<file path="src/rtl/mux_scan_sequencer.sv">
// ---------------------------------------------------------------------------
// mux_scan_sequencer
//
// Purpose:
//   Walks the select lines of an 8-to-1 channel multiplexer through the set
//   of channels enabled in a mask. It holds each select code for DWELL
//   cycles, then captures the multiplexer output and offers it on a
//   valid/ready stream tagged with the channel code. Channels are visited in
//   ascending order. Disabled channels cost no cycles.
//
// Parameters:
//   DWELL   cycles each select code is held before f is sampled (1..15)
//   DATA_W  width of the multiplexer data path
//
// Ports:
//   clk        in   single clock, rising-edge active
//   rst        in   synchronous active-high reset
//   start      in   request one scan, accepted only while idle
//   mask       in   channel enable (bit n = code n), latched on acceptance
//   s2,s1,s0   out  registered select code to the multiplexer
//   f          in   multiplexer output for the current select code
//   busy       out  high from start acceptance until the done cycle
//   out_valid  out  capture available
//   out_ready  in   downstream accepts capture
//   out_ch     out  select code the capture was taken on
//   out_data   out  captured value of f
//   done       out  one-cycle pulse at scan end
//
// Optional feature (macro SCAN_CHANGE_DETECT_EN):
//   Keeps a per-channel shadow of the last accepted value. A channel whose
//   sampled value equals its shadow produces no capture, and the scan moves
//   on immediately at the sampling edge.
// ---------------------------------------------------------------------------
module mux_scan_sequencer #(
    parameter int DWELL  = 2,
    parameter int DATA_W = 4
) (
    input  logic              clk,
    input  logic              rst,
    input  logic              start,
    input  logic [7:0]        mask,
    output logic              s2,
    output logic              s1,
    output logic              s0,
    input  logic [DATA_W-1:0] f,
    output logic              busy,
    output logic              out_valid,
    input  logic              out_ready,
    output logic [2:0]        out_ch,
    output logic [DATA_W-1:0] out_data,
    output logic              done
);

    typedef enum logic [1:0] {
        IDLE,
        SETTLE,
        HOLD,
        FINISH
    } state_t;

    state_t              state_q;
    logic [7:0]          mask_q;
    logic [2:0]          sel_q;
    logic [3:0]          dwellCnt_q;
    logic                busy_q;
    logic                outValid_q;
    logic [2:0]          outCh_q;
    logic [DATA_W-1:0]   outData_q;
    logic                done_q;

    logic [2:0]          firstCode_d;
    logic [2:0]          nextCode_d;
    logic                nextValid_d;
    logic                skip_d;

    // Lowest enabled code of the incoming mask, used on start acceptance
    // before the mask has been latched.
    always_comb begin
        firstCode_d = 3'd0;
        for (int i = 7; i >= 0; i--) begin
            if (mask[i]) begin
                firstCode_d = 3'(i);
            end
        end
    end

    // Lowest enabled code strictly above the current select code, taken
    // from the latched mask so mask changes mid-scan have no effect.
    always_comb begin
        nextCode_d  = sel_q;
        nextValid_d = 1'b0;
        for (int i = 7; i >= 0; i--) begin
            if (mask_q[i] && (i > int'(sel_q))) begin
                nextCode_d  = 3'(i);
                nextValid_d = 1'b1;
            end
        end
    end

`ifdef SCAN_CHANGE_DETECT_EN
    logic [DATA_W-1:0] shadow_q [8];
    logic [7:0]        seen_q;

    // An unchanged value on a channel seen before is dropped at sampling.
    assign skip_d = seen_q[sel_q] && (f == shadow_q[sel_q]);
`else
    assign skip_d = 1'b0;
`endif

    // Scan FSM. All outputs are registers updated here. A handshake in HOLD
    // and a skipped sample in SETTLE advance the scan in the same way.
    always_ff @(posedge clk) begin
        if (rst) begin
            state_q    <= IDLE;
            mask_q     <= 8'd0;
            sel_q      <= 3'd0;
            dwellCnt_q <= 4'd0;
            busy_q     <= 1'b0;
            outValid_q <= 1'b0;
            outCh_q    <= 3'd0;
            outData_q  <= '0;
            done_q     <= 1'b0;
`ifdef SCAN_CHANGE_DETECT_EN
            seen_q     <= 8'd0;
`endif
        end else begin
            case (state_q)
                IDLE: begin
                    done_q <= 1'b0;
                    if (start) begin
                        mask_q     <= mask;
                        dwellCnt_q <= 4'd0;
                        if (mask == 8'd0) begin
                            done_q  <= 1'b1;
                            state_q <= FINISH;
                        end else begin
                            sel_q   <= firstCode_d;
                            busy_q  <= 1'b1;
                            state_q <= SETTLE;
                        end
                    end
                end
                SETTLE: begin
                    if (dwellCnt_q == 4'(DWELL - 1)) begin
                        dwellCnt_q <= 4'd0;
                        if (skip_d) begin
                            if (nextValid_d) begin
                                sel_q <= nextCode_d;
                            end else begin
                                busy_q  <= 1'b0;
                                done_q  <= 1'b1;
                                state_q <= FINISH;
                            end
                        end else begin
                            outValid_q <= 1'b1;
                            outData_q  <= f;
                            outCh_q    <= sel_q;
                            state_q    <= HOLD;
                        end
                    end else begin
                        dwellCnt_q <= dwellCnt_q + 4'd1;
                    end
                end
                HOLD: begin
                    if (out_ready) begin
                        outValid_q <= 1'b0;
`ifdef SCAN_CHANGE_DETECT_EN
                        shadow_q[outCh_q] <= outData_q;
                        seen_q[outCh_q]   <= 1'b1;
`endif
                        if (nextValid_d) begin
                            sel_q   <= nextCode_d;
                            state_q <= SETTLE;
                        end else begin
                            busy_q  <= 1'b0;
                            done_q  <= 1'b1;
                            state_q <= FINISH;
                        end
                    end
                end
                FINISH: begin
                    done_q  <= 1'b0;
                    state_q <= IDLE;
                end
                default: begin
                    state_q <= IDLE;
                end
            endcase
        end
    end

    assign {s2, s1, s0} = sel_q;
    assign busy         = busy_q;
    assign out_valid    = outValid_q;
    assign out_ch       = outCh_q;
    assign out_data     = outData_q;
    assign done         = done_q;

endmodule

</file>
<file path="config.mk">
export PLATFORM = sky130hd
export DESIGN_NAME = mux_scan_sequencer
export DESIGN_NICKNAME = d
export VERILOG_FILES = /design/src/rtl/mux_scan_sequencer.sv
export SDC_FILE = /design/constraint.sdc
export NUM_CORES = 1
export LEC_CHECK = 0
export ABC_AREA = 1
export BUFFER_PORTS_ARGS = -buffer_cell sky130_fd_sc_hd__buf_4
export CORE_MARGIN = 5
export CORE_UTILIZATION = 53
export DETAILED_ROUTE_END_ITERATION = 8
export GPL_ROUTABILITY_DRIVEN = 0
export PLACE_DENSITY = 0.89
export SETUP_SLACK_MARGIN = 0.15
export SLEW_MARGIN = 40
export SYNTH_ARGS = -nofsm -noshare
export SYNTH_HDL_FRONTEND = slang
export SYNTH_SLANG_ARGS = --single-unit
</file>
<file path="constraint.sdc">
create_clock -name clk -period 1.36 [get_ports clk]
set_input_delay 0.34 -clock clk [delete_from_list [all_inputs] [get_ports clk]]
set_output_delay 0.34 -clock clk [all_outputs]
set_load 0.03 [all_outputs]
</file>
======== Yosys cells after proc, flatten, opt, wreduce, memory -nomap -nowiden ========
Index checks and enable logic that the tools add are counted.
W data, S select, Z words.
storage, ports and cells
  memory bits (read-only) ................. 0
  logic and storage cells ................. 98
  output and inout port bits .............. 13
  RAM bits ................................ 0
  bits in registers ....................... 27
  bits in latches ......................... 0
  input bits .............................. 16
  memories kept ........................... 0
cells by class
  equal/unequal tests ..................... 11
  shifts and indexed selects .............. 0
  order comparisons ....................... 7
  multiply operators ...................... 0
  bitwise logic cells ..................... 1
  multiplexer cells ....................... 49
  div/mod/pow operators ................... 0
  reduce and logical (&&, ||, !) cells .... 20
  $add $sub $neg .......................... 1
operator list
  operator               number
  $mux W3                19
  $mux W1                17
  $gt A3 B3 Y1 const A   4
  $ne A2 B2 Y1 const B   6
  $mux W2                5
  $reduce_and A3 Y1      3
  $logic_not A8 Y1       1
  $mux W4                2
  $ne A8 B8 Y1 const B   1
  $pmux W2 S4            1
  $pmux W4 S2            1
  $logic_and A1 B1 Y1    7
  $gt A2 B3 Y1 const A   2
  $pmux W3 S2            1
  $reduce_and A2 Y1      3
  $reduce_and A6 Y1      1
  $reduce_bool A2 Y1     3
  $reduce_and A5 Y1      1
  $add A4 B1 Y4 const B  1
  $eq A2 B2 Y1 const B   2
  $eq A4 B1 Y1 const B   1
  $pmux W1 S2            2
  $gt A1 B3 Y1 const A   1
  $pmux W1 S3            1
  3 further kinds        3

======== Logic depth before layout (Yosys ltp) ========
  depth in word-level cells ............... 12
  gate-level depth with buffers ........... 11
  depth with buffers taken out ............ 11

======== Worst setup path after synthesis ========
OpenSTA, ideal clock, no wires.
  path kind ............................... register to register
  start point ............................. reg sel_q[2]
  end point ............................... reg sel_q[2]
  setup slack ............................. -0.104 ns
  cell stages (with the launch flop) ...... 10
  clock period less this slack ............ 1.464 ns
  arrival time ............................ 1.346 ns
  path buffers ............................ 0
  path through ............................ dfxtp_1 nor2_1 nand3_1 nand2_2 nor2_4 nand2_2 nand2_4 inv_2 o21ai_1 nor2_1
on the way
  word-level cells in the longest chain between the ends .. 11
  elaborated cells on any way between the ends .. 33
RTL lines
  item                                                               line     source
  from (decl)                                                        63       logic [2:0] sel_q;
  from (signal assigned)                                             137      sel_q <= firstCode_d;
  from (signal assigned)                                             148      sel_q <= nextCode_d;
  from (signal assigned)                                             172      sel_q <= nextCode_d;
  $gt A3 B3 Y1                                                       93       if (mask_q[i] && (i > int'(sel_q))) begin
  $logic_and A1 B1 Y1                                                93
  $mux W1 or $mux W3 (tied branches) (6 in a row)                    93
  $mux W1 or $mux W3 (tied branches)                                 93, 171
  $ne A2 B2 Y1 (no source line) or $mux W3 (tied branches)           -
  $reduce_and A6 Y1 (no source line) or $pmux W3 S2 (tied branches)  -
Parallel ways exist; a longest one is shown, timed or not. The select of a mux whose other input is x is not followed.
A chain may end at the register's enable or synchronous reset.

======== Worst setup path in the final report ========
  start point ............................. reg sel_q[1]
  end point ............................... reg sel_q[0]
Same word-level chain as after synthesis.

==> results <==
- The sequential fraction of the synthesis area is 38.6%.
- Compared with the post-synthesis result, the final layout area differs by 43.4%.
- The number of core rows is 18.
- The total area inside the core boundary comes to 0.00245 mm2.
- The worst slew margin relative to its limit is 80.9%.
- Setup repair after global routing could not meet its margin everywhere.
- Synthesis handed over a netlist of 192 instances.
- The CTS buffer count is 3.
- In this run the worst path has a maximum fanout of 8.
- The endpoint kind of the worst setup timing path is a register.
- The clock root buffer is sky130_fd_sc_hd__clkbuf_4.
- The clock drives 26 sinks.
- The analysis attributes to cell leakage a power of 0.000893 uW.
- The critical path class is register to register.
- Prior to clock tree synthesis, the placed netlist has a worst setup slack of -0.0764 ns.
- The routed design has 3690 um of wire.
- Traced cell by cell, the critical path runs through nor2_4 > nand3_2 > nand2_2 > nor2_4 > nand2_2 > nand2_4 > inv_2 > nand3_1 > nand2_1 > inv_1.
- The number of routed nets with antenna violations is 0.
- The number of global-route vias before repair is 1,315.
- The post-synthesis cell area is 0.00135 mm2.
- The time the worst path needs with I/O delays and setup is 1.30 ns.
- The count of final max-slew check failures is 0.
- The count of max-cap constraint violations is 0.
- At the later pin of the worst-skew pair, clock insertion delay measures 0.33 ns.
- The number of hold buffers added after CTS was 0.
- The maximum number of pins on one net before global-route repair is 15.
- The path class of the tightest hold or removal check is input pin to register.
- The hold violation total from the final report came to 0.
- The final worst clock skew is 0.00868 ns.
- The setup-violating endpoint count in the final report is 0.
- For flop-to-flop paths, the worst setup slack is 0.06 ns.
- STA classifies the critical path startpoint as a register.
- The multi-input combinational cells in the finished layout cover a total of 838 um2.
- The violation count after the first detailed-route iteration is 52.
- The die is 60.5 um wide.
- In this run the power density over the cells is 1260 mW/mm2.
- After layout, the worst setup slack is 0.0583 ns.
- For this run, global-route usage on met3 was measured as 3.40%.
- For this run the aggregate overflow at the end of global routing stands at 0.
- The top-level port count is 29.
- For this run, design rule violations remaining after detail routing come to 0.
- The initial antenna violation count is 0.
- In this run the number of H-tree levels came out at 1.
- For this run, the number of Yosys warnings is 0.
- The clock edge transition at the registers on the reported setup and hold paths is 0.14 ns.
- The total vias in the final route is 1,441.
- The largest stage delay on the critical path is 0.42 ns.
- In this run the vertical extent of the chip is 60.5 um.
- Of the available clock period, the critical path in the final layout requires 95.7%.
- Global routing used 32.6% of the available met2 tracks.
- The area taken by flip-flops and latches is 551 um2.
- The finished cells cover 0.00194 mm2.
- For this configuration, the core starts out at a cell density of 55.0%.
- The run finished with clean final reports.
- For this run, the top clock speed supported by timing is 768 MHz.
- The post-route netlist has 47.1% of its cells at a drive strength greater than 1.
- The count of buffers added on input and output ports is 28.
- The fraction of met1 tracks used by global routing is 25.3%.
- The post-placement cell area is 0.00169 mm2.
- The wire length of the first global-routing pass is 5490 um.
- Synthesis produced a netlist with a net count of 210.
- The first detailed-routing pass ran for 4 iterations.
- The via density per instance is 5.34.
- TritonCTS built the clock tree.
- Global routing consumed, over all layers together, 19.8% of the routing resources.
- The diode insertion count for antenna repair is 0.
- The HPWL after detailed placement is 2420 um.
- The slew at the pin closest to its max-slew limit is 0.285 ns.
- Counting flops and latches in the post-synthesis netlist gives 26.
- met2 is the most crowded layer.
- The die covers 0.00366 mm2.
- The routed length per placed instance is 13.7 um.
- The standard cell with the maximum stage delay on the critical path is sky130_fd_sc_hd__dfxtp_4.
- The net count of the finished layout is 259.
- After synthesis, the mean cell area works out to 7.03 um2.
- The count of distinct cell types in the synthesized netlist is 27.
- The fill cell instance count of the final layout is 160.
- The endpoint arrival time on the critical path is 1.54 ns.
- The worst-case IR drop observed on VDD is 0.000982 V.
- The largest buffer count on any clock path is 2.
- For the worst setup path, the data required time is 1.60 ns.
-- report_power, final --
group	leakage (uW)	total (uW)	switching, uW	internal (uW)
combinational	0.000657	1070	619	449
clock	0.0000150	345	230	115
sequential	0.000222	1020	134	884
total	0.000893	2430	984	1450
-- repair_timing --
item	in CTS	in global routing
pin swaps	1	11
buffers inserted	2	7
setup endpoints to repair	12	30
gates resized for setup	11	39
-- synth_stat cells --
library cell	instances	area, um2
sky130_fd_sc_hd__a21oi_1	22	110
sky130_fd_sc_hd__a21oi_4	1	16.3
sky130_fd_sc_hd__a41oi_1	1	8.76
sky130_fd_sc_hd__buf_1	1	3.75
sky130_fd_sc_hd__buf_2	2	10.0
sky130_fd_sc_hd__dfxtp_1	26	521
sky130_fd_sc_hd__ha_1	2	25.0
sky130_fd_sc_hd__inv_1	16	60.1
sky130_fd_sc_hd__inv_2	7	26.3
sky130_fd_sc_hd__nand2_1	39	146
sky130_fd_sc_hd__nand2_2	5	31.3
sky130_fd_sc_hd__nand2_4	2	22.5
sky130_fd_sc_hd__nand3_1	11	55.1
sky130_fd_sc_hd__nand3b_1	1	7.51
sky130_fd_sc_hd__nor2_1	23	86.3
sky130_fd_sc_hd__nor2_2	3	18.8
sky130_fd_sc_hd__nor2_4	3	33.8
sky130_fd_sc_hd__nor2_8	1	20.0
sky130_fd_sc_hd__nor3_1	2	10.0
sky130_fd_sc_hd__nor3_2	1	10.0
sky130_fd_sc_hd__o21a_1	1	7.51
sky130_fd_sc_hd__o21ai_0	15	75.1
sky130_fd_sc_hd__o21ai_1	3	15.0
sky130_fd_sc_hd__o22ai_1	1	6.26
sky130_fd_sc_hd__or2_0	1	6.26
sky130_fd_sc_hd__xnor2_1	1	8.76
sky130_fd_sc_hd__xor2_1	1	8.76
-- sequential cells by signal (all words and copies together), names as in the netlist --
| name | flops |
|---|---|
| mask_q | 7 |
| dwellCnt_q | 4 |
| out_data | 4 |
| out_ch | 3 |
| sel_q | 3 |
| state_q | 2 |
| busy | 1 |
| done | 1 |
| out_valid | 1 |
-- cell usage in the layout (no fill, tap or decap), drive strengths merged, types with 2 or more instances in the layout --
cell	n
buf	47
ha	2
o21ai	18
clkbuf	4
nand3	11
inv	23
dfxtp	26
nand2	46
nor3	3
a21oi	23
nor2	30
-- final timing paths --
kind | end | startpoint | cells past startpoint
worst max-delay path | sel_q[0] | sel_q[1] | 10
worst min-delay path | out_data[1] | f[1] | 3
worst max register to register | sel_q[0] | sel_q[1] | 10
worst min register to register | busy | busy | 2
-- area by class of cell --
type / count / area share, %
clock buffers: 4 / 1.36
inverters: 23 / 4.72
flip-flops and latches: 26 / 28.4
multi-input cells: 140 / 43.3
repair buffers: 47 / 20.2
well taps: 30 / 1.94
-- kinds of logic (layout without fill, tap and decap cells) --
| logic type | after synthesis | after routing | synth area share [%] |
|---|---|---|---|
| DFF | 26 | 26 | 38.6 |
| xor gates and xnor gates | 2 | 2 | 1.30 |
| and+or+nand+nor | 92 | 92 | 33.2 |
| AOI/OAI and AO/OA | 44 | 44 | 17.7 |
| buffers and inverters | 26 | 74 | 7.41 |
| adders and majority gates | 2 | 2 | 1.85 |
-- metal layers --
metal | wire [um] | share of wire (%) | up-vias
met5 | 0 | 0 | -
met4 | 76 | 2.1 | 0
met3 | 265 | 7.2 | 8
met2 | 1760 | 48 | 60
met1 | 1590 | 43 | 656
li1 | - | - | 717
-- critical path, delay by kind of cell (launching register included) --
kind                   cells  cell delay (ns)
buffers and inverters      2             0.11
flip-flops                 1             0.42
AND/OR/NAND/NOR            8             0.67
-- per-stage QoR --
stage          utilization [%]  total power [uW]  std cells  hold WS (ns)  setup TNS [ns]
2_1_floorplan                -              1590        192         0.454               0
3_3_place_gp              68.9              1850        257         0.450       -0.000998
3_5_place_dp              68.9              1870        257         0.470          -0.156
4_1_cts                   71.9              2260        263         0.217               0
5_1_grt                   78.8              2580        270         0.199          -0.100
6_report                  78.8              2430        270         0.206               0
Power figures use the tool's default switching activity.
